--- config.mk ---
export PLATFORM = sky130hd
export DESIGN_NAME = ma_stage_stall
export DESIGN_NICKNAME = d
export VERILOG_FILES = /design/src/rtl/rv32i_pkg.sv /design/src/rtl/lsu_align.sv /design/src/rtl/ma_stage_stall.sv
export SDC_FILE = /design/constraint.sdc
export NUM_CORES = 1
export LEC_CHECK = 0
export ABC_CLOCK_PERIOD_IN_PS = 3550
export CAP_MARGIN = 25
export CORE_AREA = 2 2 159 161
export CTS_CLUSTER_DIAMETER = 100
export DETAILED_ROUTE_END_ITERATION = 16
export DIE_AREA = 0 0 161 163
export PLACE_DENSITY = 0.78
export REMOVE_ABC_BUFFERS = 1
export SLEW_MARGIN = 20
export SYNTH_ARGS = -nofsm -noshare
export SYNTH_HDL_FRONTEND = slang
export SYNTH_SLANG_ARGS = --single-unit
--- constraint.sdc ---
create_clock -name clk -period 3.55 [get_ports clk]
set_clock_uncertainty 0.2 [all_clocks]
set_input_delay 0.71 -clock clk [delete_from_list [all_inputs] [get_ports clk]]
set_output_delay 0.71 -clock clk [all_outputs]
set_load 0.03 [all_outputs]
--- src/rtl/rv32i_pkg.sv ---
// -----------------------------------------------------------------------------
// rv32i_pkg
//   Shared definitions for the RV32I memory-access stage:
//   - funct3 load/store encodings (F3_LB..F3_LHU)
//   - access-size decode and misalignment helper
//   - MA-stage FSM state enum
//   - default AXI region base and response timeout
// -----------------------------------------------------------------------------
package rv32i_pkg;

  localparam logic [2:0] F3_LB  = 3'b000;
  localparam logic [2:0] F3_LH  = 3'b001;
  localparam logic [2:0] F3_LW  = 3'b010;
  localparam logic [2:0] F3_LBU = 3'b100;
  localparam logic [2:0] F3_LHU = 3'b101;

  localparam logic [31:0] AXI_BASE_DEF = 32'h4000_0000;
  localparam int          TIMEOUT_DEF  = 255;
  localparam int          TMR_W        = 16;

  typedef enum logic [1:0] {
    ST_IDLE = 2'd0,
    ST_REQ  = 2'd1,
    ST_RESP = 2'd2
  } ma_state_e;

  typedef enum logic [1:0] {
    SZ_B = 2'd0,
    SZ_H = 2'd1,
    SZ_W = 2'd2
  } lsu_size_e;

  // funct3[2] only selects sign/zero extension; size lives in funct3[1:0].
  function automatic lsu_size_e lsu_size(input logic [2:0] f3);
    case (f3[1:0])
      2'b00:   return SZ_B;
      2'b01:   return SZ_H;
      default: return SZ_W;
    endcase
  endfunction

  function automatic logic lsu_misaligned(input logic [2:0] f3, input logic [1:0] a_lo);
    case (lsu_size(f3))
      SZ_H:    return a_lo[0];
      SZ_W:    return (a_lo != 2'b00);
      default: return 1'b0;
    endcase
  endfunction

endpackage

--- src/rtl/lsu_align.sv ---
// -----------------------------------------------------------------------------
// lsu_align
//   Combinational load/store lane handling.
//   Ports:
//     i_funct3   in  3   access size / extension
//     i_addr_lo  in  2   byte offset within the word
//     i_wdata    in  32  store data (rs2)
//     i_rdata    in  32  raw read word (DMEM or AXI response)
//     o_be       out 4   byte enables for the access
//     o_wdata    out 32  lane-replicated store data
//     o_rdata    out 32  extracted and sign/zero-extended load data
// -----------------------------------------------------------------------------
module lsu_align
  import rv32i_pkg::*;
(
  input  logic [2:0]  i_funct3,
  input  logic [1:0]  i_addr_lo,
  input  logic [31:0] i_wdata,
  input  logic [31:0] i_rdata,
  output logic [3:0]  o_be,
  output logic [31:0] o_wdata,
  output logic [31:0] o_rdata
);

  logic [31:0] w_shift;
  logic        w_unsigned;

  // Aligned halfwords have a_lo[0]=0, so one byte-granular shift serves B and H.
  assign w_shift    = i_rdata >> {i_addr_lo, 3'b000};
  assign w_unsigned = i_funct3[2];

  always_comb begin
    o_be    = 4'b1111;
    o_wdata = i_wdata;
    o_rdata = i_rdata;
    case (lsu_size(i_funct3))
      SZ_B: begin
        o_be    = 4'b0001 << i_addr_lo;
        o_wdata = {4{i_wdata[7:0]}};
        o_rdata = w_unsigned ? {24'd0, w_shift[7:0]}
                             : {{24{w_shift[7]}}, w_shift[7:0]};
      end
      SZ_H: begin
        o_be    = 4'b0011 << i_addr_lo;
        o_wdata = {2{i_wdata[15:0]}};
        o_rdata = w_unsigned ? {16'd0, w_shift[15:0]}
                             : {{16{w_shift[15]}}, w_shift[15:0]};
      end
      default: begin
        o_be    = 4'b1111;
        o_wdata = i_wdata;
        o_rdata = i_rdata;
      end
    endcase
  end

endmodule

--- src/rtl/ma_stage_stall.sv ---
// -----------------------------------------------------------------------------
// ma_stage_stall
//   RV32I memory-access stage between EX and WB. Loads/stores below AXI_BASE
//   go to single-cycle local DMEM; at or above go to the AXI bridge
//   request/response port, stalling IF..EX until the response or a timeout.
//
//   state   | meaning
//   --------+-----------------------------------------------------------
//   IDLE    | no AXI access pending; DMEM / non-memory ops flow through
//   REQ     | m_req_valid_o high, request fields frozen, wait for ready
//   RESP    | waiting for m_rsp_valid_i, timeout down-counter running
//
//   Ports:
//     clk, rst_n                 clock, async active-low reset
//     valid_i .. addr_d_i        EX/MA pipeline slot (held while stall_o)
//     stall_o                    hold IF..EX
//     valid_o .. addr_d_o        MA/WB pipeline register
//     misalign_o, bus_err_o      single-cycle fault pulses aligned with WB
//     dmem_*                     local DMEM strobes, combinational
//     m_req_*, m_rsp_*           AXI bridge request/response port
// -----------------------------------------------------------------------------
module ma_stage_stall
  import rv32i_pkg::*;
#(
  parameter int          DMEM_AW  = 10,
  parameter logic [31:0] AXI_BASE = AXI_BASE_DEF,
  parameter int          TIMEOUT  = TIMEOUT_DEF
)
(
  input  logic                clk,
  input  logic                rst_n,
  input  logic                valid_i,
  input  logic                reg_we_i,
  input  logic                mem_we_i,
  input  logic                mem_re_i,
  input  logic [1:0]          wb_sel_i,
  input  logic [2:0]          funct3_i,
  input  logic [31:0]         alu_result_i,
  input  logic [31:0]         data_w_i,
  input  logic [31:0]         pc4_i,
  input  logic [4:0]          addr_d_i,
  output logic                stall_o,
  output logic                valid_o,
  output logic                reg_we_o,
  output logic [1:0]          wb_sel_o,
  output logic [31:0]         alu_result_o,
  output logic [31:0]         load_data_o,
  output logic [31:0]         pc4_o,
  output logic [4:0]          addr_d_o,
  output logic                misalign_o,
  output logic                bus_err_o,
  output logic                dmem_we_o,
  output logic                dmem_re_o,
  output logic [DMEM_AW-1:0]  dmem_addr_o,
  output logic [3:0]          dmem_be_o,
  output logic [31:0]         dmem_wdata_o,
  input  logic [31:0]         dmem_rdata_i,
  output logic                m_req_valid_o,
  input  logic                m_req_ready_i,
  output logic                m_req_we_o,
  output logic [31:0]         m_req_addr_o,
  output logic [3:0]          m_req_be_o,
  output logic [31:0]         m_req_wdata_o,
  input  logic                m_rsp_valid_i,
  input  logic [31:0]         m_rsp_data_i,
  input  logic                m_rsp_err_i
);

  localparam logic [TMR_W-1:0] TMR_LOAD = TMR_W'(TIMEOUT);

  ma_state_e        r_state;
  ma_state_e        w_state_nxt;
  logic [TMR_W-1:0] r_tmr;
  logic [TMR_W-1:0] w_tmr_nxt;

  logic        w_mem_op;
  logic        w_misalign;
  logic        w_is_axi;
  logic        w_dmem_op;
  logic        w_axi_op;
  logic        w_tc;
  logic        w_stall;
  logic        w_cap_req;
  logic        w_done;
  logic        w_rsp_bad;

  logic [3:0]  w_be;
  logic [31:0] w_wdata;
  logic [31:0] w_rdata_mux;
  logic [31:0] w_ld_data;

  logic        r_req_we;
  logic [31:0] r_req_addr;
  logic [3:0]  r_req_be;
  logic [31:0] r_req_wdata;

  // ---------------------------------------------------------------------------
  // Access classification
  // ---------------------------------------------------------------------------
  assign w_mem_op   = valid_i & (mem_we_i | mem_re_i);
  assign w_misalign = w_mem_op & lsu_misaligned(funct3_i, alu_result_i[1:0]);
  assign w_is_axi   = (alu_result_i >= AXI_BASE);
  assign w_dmem_op  = (r_state == ST_IDLE) & w_mem_op & ~w_misalign & ~w_is_axi;
  assign w_axi_op   = (r_state == ST_IDLE) & w_mem_op & ~w_misalign &  w_is_axi;

  assign w_tc = (r_tmr == '0);

  // EX holds alu_result_i/funct3_i during the stall, so the same aligner
  // instance extracts the AXI response word at completion.
  assign w_rdata_mux = (r_state == ST_RESP) ? m_rsp_data_i : dmem_rdata_i;

  lsu_align u_align (
    .i_funct3  (funct3_i),
    .i_addr_lo (alu_result_i[1:0]),
    .i_wdata   (data_w_i),
    .i_rdata   (w_rdata_mux),
    .o_be      (w_be),
    .o_wdata   (w_wdata),
    .o_rdata   (w_ld_data)
  );

  // ---------------------------------------------------------------------------
  // AXI access FSM
  // ---------------------------------------------------------------------------
  always_ff @(posedge clk or negedge rst_n) begin
    if (!rst_n) begin
      r_state <= ST_IDLE;
      r_tmr   <= '0;
    end else begin
      r_state <= w_state_nxt;
      r_tmr   <= w_tmr_nxt;
    end
  end

  always_comb begin
    w_state_nxt = r_state;
    w_tmr_nxt   = r_tmr;
    w_stall     = 1'b0;
    w_cap_req   = 1'b0;
    w_done      = 1'b0;
    w_rsp_bad   = 1'b0;
    case (r_state)
      ST_IDLE: begin
        if (w_axi_op) begin
          w_stall     = 1'b1;
          w_cap_req   = 1'b1;
          w_state_nxt = ST_REQ;
        end
      end
      ST_REQ: begin
        w_stall = 1'b1;
        if (m_req_ready_i) begin
          w_state_nxt = ST_RESP;
          w_tmr_nxt   = TMR_LOAD;
        end
      end
      ST_RESP: begin
        // A response in the expiry cycle wins over the timeout.
        if (m_rsp_valid_i) begin
          w_done    = 1'b1;
          w_rsp_bad = m_rsp_err_i;
        end else if (w_tc) begin
          w_done    = 1'b1;
          w_rsp_bad = 1'b1;
        end
        if (w_done) begin
          w_state_nxt = ST_IDLE;
          w_tmr_nxt   = '0;
        end else begin
          w_stall   = 1'b1;
          w_tmr_nxt = r_tmr - 1'b1;
        end
      end
      default: begin
        w_state_nxt = ST_IDLE;
        w_tmr_nxt   = '0;
      end
    endcase
  end

  // Request fields are frozen at detection so they stay stable through REQ.
  always_ff @(posedge clk or negedge rst_n) begin
    if (!rst_n) begin
      r_req_we    <= 1'b0;
      r_req_addr  <= '0;
      r_req_be    <= '0;
      r_req_wdata <= '0;
    end else if (w_cap_req) begin
      r_req_we    <= mem_we_i;
      r_req_addr  <= alu_result_i;
      r_req_be    <= w_be;
      r_req_wdata <= w_wdata;
    end
  end

  assign m_req_valid_o = (r_state == ST_REQ);
  assign m_req_we_o    = r_req_we;
  assign m_req_addr_o  = r_req_addr;
  assign m_req_be_o    = r_req_be;
  assign m_req_wdata_o = r_req_wdata;

  // ---------------------------------------------------------------------------
  // Combinational outputs. Qualified with rst_n so that every output reads 0
  // while reset is held, even if EX is still presenting an AXI op.
  // ---------------------------------------------------------------------------
  assign stall_o      = rst_n & w_stall;
  assign dmem_we_o    = rst_n & w_dmem_op & mem_we_i;
  assign dmem_re_o    = rst_n & w_dmem_op & mem_re_i;
  assign dmem_addr_o  = (rst_n & w_dmem_op) ? alu_result_i[DMEM_AW+1:2] : '0;
  assign dmem_be_o    = (rst_n & w_dmem_op) ? w_be    : '0;
  assign dmem_wdata_o = (rst_n & w_dmem_op) ? w_wdata : '0;

  // ---------------------------------------------------------------------------
  // MA/WB pipeline register
  // ---------------------------------------------------------------------------
  always_ff @(posedge clk or negedge rst_n) begin
    if (!rst_n) begin
      valid_o      <= 1'b0;
      reg_we_o     <= 1'b0;
      misalign_o   <= 1'b0;
      bus_err_o    <= 1'b0;
      wb_sel_o     <= '0;
      alu_result_o <= '0;
      load_data_o  <= '0;
      pc4_o        <= '0;
      addr_d_o     <= '0;
    end else begin
      wb_sel_o     <= wb_sel_i;
      alu_result_o <= alu_result_i;
      load_data_o  <= w_ld_data;
      pc4_o        <= pc4_i;
      addr_d_o     <= addr_d_i;
      if (w_stall) begin
        valid_o    <= 1'b0;
        reg_we_o   <= 1'b0;
        misalign_o <= 1'b0;
        bus_err_o  <= 1'b0;
      end else begin
        valid_o    <= valid_i;
        reg_we_o   <= valid_i & reg_we_i & ~w_misalign & ~w_rsp_bad;
        misalign_o <= w_misalign;
        bus_err_o  <= w_rsp_bad;
      end
    end
  end

endmodule

* Yosys cells after proc, flatten, opt, wreduce, memory -nomap -nowiden *
Cells that the tools add are included.

storage, ports and cells
  input bits = 179
  register bits = 194
  output and inout bits = 226
  logic and storage cells = 84

operators by class
  $lt $le $gt $ge = 1
  eq/ne operators = 8
  bitwise logic cells = 18
  reduce and logical (&&, ||, !) cells = 7
  add/subtract/negate cells = 1
  mux-type cells = 31
  shifts and indexed selects = 3

operator list
  cell                   count
  $mux 32                4
  $pmux 32 s2            2
  $pmux 16 s3            1
  $ge 32x31->1 const B   1
  $mux 16                2
  $shr 32x5->16          1
  $logic_not 16->1       1
  $sub 16x1->16 const B  1
  $and 1x1->1            13
  $mux 1                 12
  $mux 10                1
  $pmux 4 s2             1
  $eq 2x1->1 const B     3
  $logic_not 2->1        3
  $mux 2                 3
  $pmux 2 s3             1
  $eq 2x2->1 const B     2
  $mux 4                 1
  $ne 2x1->1 const B     2
  $not 1->1              4
  $pmux 2 s2             1
  $shl 1x2->4 const A    1
  $shl 2x2->4 const A    1
  $pmux 1 s3             1
  other kinds (6)        6

* Depth between registers and ports, before layout *
  depth in word-level cells = 11
  gate-level depth with buffers = 9
  depth with buffers taken out = 7

* Cells and area by module *
A second synthesis with hierarchy kept.

second synthesis, totals
  cell total of the unflattened synthesis = 697
  area total of the unflattened synthesis = 8,599.5 µm²

by module, submodules not included
  module          cells each  times used  sequential area each (µm²)  area each (µm²)
  ma_stage_stall  488         1           4,854.7                     7,258.2
  lsu_align       209         1           0.0                         1,341.3

* Worst setup path before layout *
OpenSTA, ideal clock, no wires.

  kind = input port to output port
  start point = input port funct3_i[0]
  end point = output port dmem_wdata_o[12]
  required time = 2.640 ns
  slack = 0.322 ns
  stages on the path = 7
  arrival = 2.318 ns
  path buffers = 2
  cell sequence = buf_2 > nor2_8 > nor2_1 > nor3b_1 > nand3_1 > clkbuf_1 > nor2_1

between the ends
  longest elaborated chain between the ends = 10
  elaborated cells between the ends (all ways) = 14
  classes of those cells = 3 x eq/ne; 4 x mux; 5 x bitwise; 2 x reduce/logical

RTL lines
  element                                        line                              text
  start, declared                                ma_stage_stall.sv:37              input logic [2:0] funct3_i,
  $eq 2x1->1 or $logic_not 2->1 (tied branches)  rv32i_pkg.sv:35                   case (f3[1:0])
  $pmux 2 s2 *                                   rv32i_pkg.sv:35
  $eq 2x2->1 or $eq 2x1->1 (tied branches)       rv32i_pkg.sv:43, lsu_align.sv:36
  $pmux 1 s2                                     rv32i_pkg.sv:43                   case (lsu_size(f3))
  $and 1x1->1                                    ma_stage_stall.sv:101             assign w_misalign = w_mem_op & lsu_misaligned(funct3_i, alu_result_i[1:0]);
  $not 1->1                                      ma_stage_stall.sv:103             assign w_dmem_op = (r_state == ST_IDLE) & w_mem_op & ~w_misalign & ~w_is_axi;
  $and 1x1->1 (2 in series)                      ma_stage_stall.sv:103
  $and 1x1->1                                    ma_stage_stall.sv:211             assign dmem_wdata_o = (rst_n & w_dmem_op) ? w_wdata : '0;
  $mux 32 *                                      ma_stage_stall.sv:211
  end, declared                                  ma_stage_stall.sv:56              output logic [31:0] dmem_wdata_o,

Mark *: on every way between the ends. The rest lies on a longest branch, timed or not.

* Worst setup path in the final report *
  start point = input port alu_result_i[0]
  end point = output port dmem_re_o

between the ends
  longest elaborated chain between the ends = 8
  elaborated cells between the ends (all ways) = 10
  classes of those cells = 1 x order compare; 1 x mux; 7 x bitwise; 1 x reduce/logical

RTL lines
  element                                                               line                   text
  start, declared                                                       ma_stage_stall.sv:38   input logic [31:0] alu_result_i,
  parallel branches: the longest is 5 deep, another holds $ge 32x31->1  n/a
  $and 1x1->1 *                                                         ma_stage_stall.sv:103
  $and 1x1->1 * (2 in series)                                           ma_stage_stall.sv:208  assign dmem_re_o = rst_n & w_dmem_op & mem_re_i;
  end, declared                                                         ma_stage_stall.sv:53   output logic dmem_re_o,

Every way passes the cells marked *.

==> flow_metrics.py <==
metrics = {
    "routing": {
        "wl_mm": 27.4,
        "drc_errors": 0,
        "vias_per_cell": 4.84,
        "drtAntennaViolNets": 0,
        "routedWlPerCell_um": 18.2,
        "vias": 7287,
        "drt_iter0_drc": 432,
        "dr.pass1.iters": 4,
    },
    "cells_and_area": {
        "n_antenna_cell": 0,
        "seq_area_um2": 4850,
        "final_common_cell": "clkdlybuf4s50_1",
        "fillers": 2159,
        "fin_cells": 1507,
        "area_delta_synth_final_pct": 62.6,
        "fin_nets": 1349,
        "final_cell_mix": "352 x clkdlybuf4s50_1, 194 x dfrtp_1, 165 x nand2_1",
        "stdcell_area_um2": 13200,
        "multi_input_area_um2": 3050,
        "drive_above_1_share": 0.121,
    },
    "pwr": {
        "cellPowerDensity_nw_per_um2": 690,
        "irDropWorstVdd_mv": 0.498,
        "power.leakage_nw": 5.83,
    },
    "logic_synthesis": {
        "muxShareOfSynthArea": 0.0813,
        "synth_xor_area_frac": 0,
        "yosysWarnings": 0,
        "netlist_top_cells_area": "dfrtp_1 60%, nand2_1 7.7%, mux2i_1 5.1%, o21ai_0 3.2%, nor2_1 3.1%",
        "synth_top_area_share": 0.600,
        "synth_compound_area_frac": 0.111,
        "yosysTopAreaCell": "dfrtp_1",
        "async_flop_share": 1.00,
        "syn_area_um2": 8090,
        "synth.distinct_cells": 58,
        "avgSynthCellArea_um2": 10.7,
        "synth_edf_count": 0,
        "yosysSeqAreaShare": 0.600,
        "synth-simple-area-share": 0.171,
        "netlist_instances": 760,
        "synth-seq-cells": 194,
        "ys.flop_type": "dfrtp_1",
        "synth_top_family_by_area": "simple AND/OR/NAND/NOR gates",
        "synth-adder-area-share": 0.00928,
    },
    "grt": {
        "overflow": 0,
        "use_met2": 0.357,
        "met3_usage": 0.0563,
        "track_usage": 0.205,
        "grt_pass1_wl_mm": 41.4,
        "grt-busiest-layer": "met2",
        "met1_usage": 0.246,
        "antenna_found_initial": 0,
        "grt_pass1_vias": 7388,
        "grt_start_max_net_pins": 71,
    },
    "cts": {
        "cts.sinks": 194,
        "cts_tree": "done",
        "h-tree-depth": 4,
        "postCtsSetupBuffers": 0,
        "cts_made_buffers": 17,
        "clk_pin_slew_ns": 0.08,
        "root_buffer": "clkbuf_16",
        "clock_latency_ns": 0.43,
        "cts.path.max_buffers": 2,
    },
    "die": {
        "core_area_um2": 24700,
        "dieHeight_um": 163,
        "dieArea_um2": 26200,
        "ios": 405,
        "initial_core_util": 0.328,
        "rows": 58,
        "die_x_um": 161,
    },
    "sta": {
        "final-setup-viol-count": 0,
        "slew_viol_final": 0,
        "fin_crit_sh": 0.973,
        "slew_headroom": 0.411,
        "hold_viol": 0,
        "fin_crit_ns": 3.45,
        "fmaxAchievable_mhz": 290,
        "tightest_slew_ns": 0.884,
        "fin_setup_tns_ns": 0,
    },
    "setup_path": {
        "r2r_slack_ns": 0.49,
        "crit_path_start_kind": "input pin",
        "endpoint_kind": "output port",
        "path_class": "in2out",
        "critPathRequiredTime_ns": 2.64,
        "arrival_ns": 2.54,
        "worstPathMaxFanout": 18,
    },
    "worst_hold_path": {
        "hold_path_class": "in2async",
    },
    "place": {
        "post-dp-hpwl_mm": 20.5,
        "gp_congestion": 0.862,
        "dp.cells": 1475,
        "io_buffers": 404,
        "place_area_um2": 12500,
    },
    "outcome": {
        "status": "completed",
    },
    "flow_run": {
        "drv_cap": 0,
    },
}
## repair_timing
action,4_1_cts,5_1_grt
endpoints found under the setup margin,1,1
hold buffers,0,0
resized for setup,2,3
## kinds of logic (layout without fill, tap and decap cells)
logic type	after synthesis	in the layout
AND/OR/NAND/NOR	305	305
multiplexers	63	63
adder cells (fa/ha/maj)	6	6
AO/OA/AOI/OAI	142	142
buffers and inverters	50	467
flip-flops	194	194
## Yosys cell counts (7+ instances only)
cell type and instances:
nor2b_1 7, clkbuf_1 27, mux2_2 22, and2_1 24, buf_2 8, nor2_1 66, dfrtp_1 194, mux2i_1 41
nand2_1 165, a21oi_1 32, a221o_1 11, nor3_1 10, o21ai_0 51, o22ai_1 10, a221oi_1 7
## per-stage QoR
| step | total power, W | worst slack [ns] | utilization | hold slack [ns] |
|---|---|---|---|---|
| floorplan | 0.00525 | 0.0360 | - | 0.214 |
| global placement | 0.00702 | 0.0341 | 0.507 | 0.257 |
| detailed placement | 0.00710 | -0.0138 | 0.507 | 0.261 |
| CTS | 0.00914 | 0.0421 | 0.533 | 0.281 |
| global route | 0.00955 | -0.0442 | 0.533 | 0.296 |
| finish | 0.00908 | 0.0961 | 0.533 | 0.275 |
## critical path, stage by stage
cell	delay (ns)
clkdlybuf4s50_1	0.48
a21oi_2	0.21
nor2_1	0.13
nor3b_1	0.26
and3_1	0.26
buf_12	0.16
and2_1	0.19
buf_12	0.13
## flip-flops by register name, summed over array words and instances, names as in the netlist
signal,count
m_req_we_o,1
load_data_o,32
m_req_wdata_o,32
wb_sel_o,2
alu_result_o,32
addr_d_o,5
r_tmr,16
reg_we_o,1
r_state,2
misalign_o,1
valid_o,1
m_req_addr_o,32
m_req_be_o,4
pc4_o,32
bus_err_o,1
## area by class of cell
| class | count | share of cell area |
|---|---|---|
| clock buffer | 18 | 0.0334 |
| clock inverter | 14 | 0.0139 |
| inverter | 7 | 0.00200 |
| multi-input combinational | 516 | 0.231 |
| sequential | 194 | 0.369 |
| tap | 330 | 0.0314 |
| timing repair buffer | 428 | 0.319 |
## metal layers
| layer | vias to the layer above | wire length [um] |
|---|---|---|
| met5 | - | 0 |
| met4 | 0 | 592 |
| met3 | 40 | 1840 |
| met2 | 295 | 14100 |
| met1 | 3535 | 10900 |
| li1 | 3417 | - |
## power breakdown
part           leakage [nW]  internal, W  total, W  switching [W]
registers              2.37      0.00275   0.00304       0.000286
clock network         0.299     0.000985   0.00200        0.00101
logic                  3.16      0.00166   0.00404        0.00239
## final timing paths
path | startpoint | endpoint | depth (start not counted)
worst max-delay path | alu_result_i[0] | dmem_re_o | 8
worst min-delay path | rst_n | m_req_addr_o[31] | 2
worst max register to register | r_state[0] | r_tmr[14] | 7
worst min register to register | m_req_we_o | m_req_we_o | 2
max in group asynchronous | rst_n | m_req_be_o[2] | 2
min in group clk | m_req_we_o | m_req_we_o | 2
(Power assumes the default switching activity.)
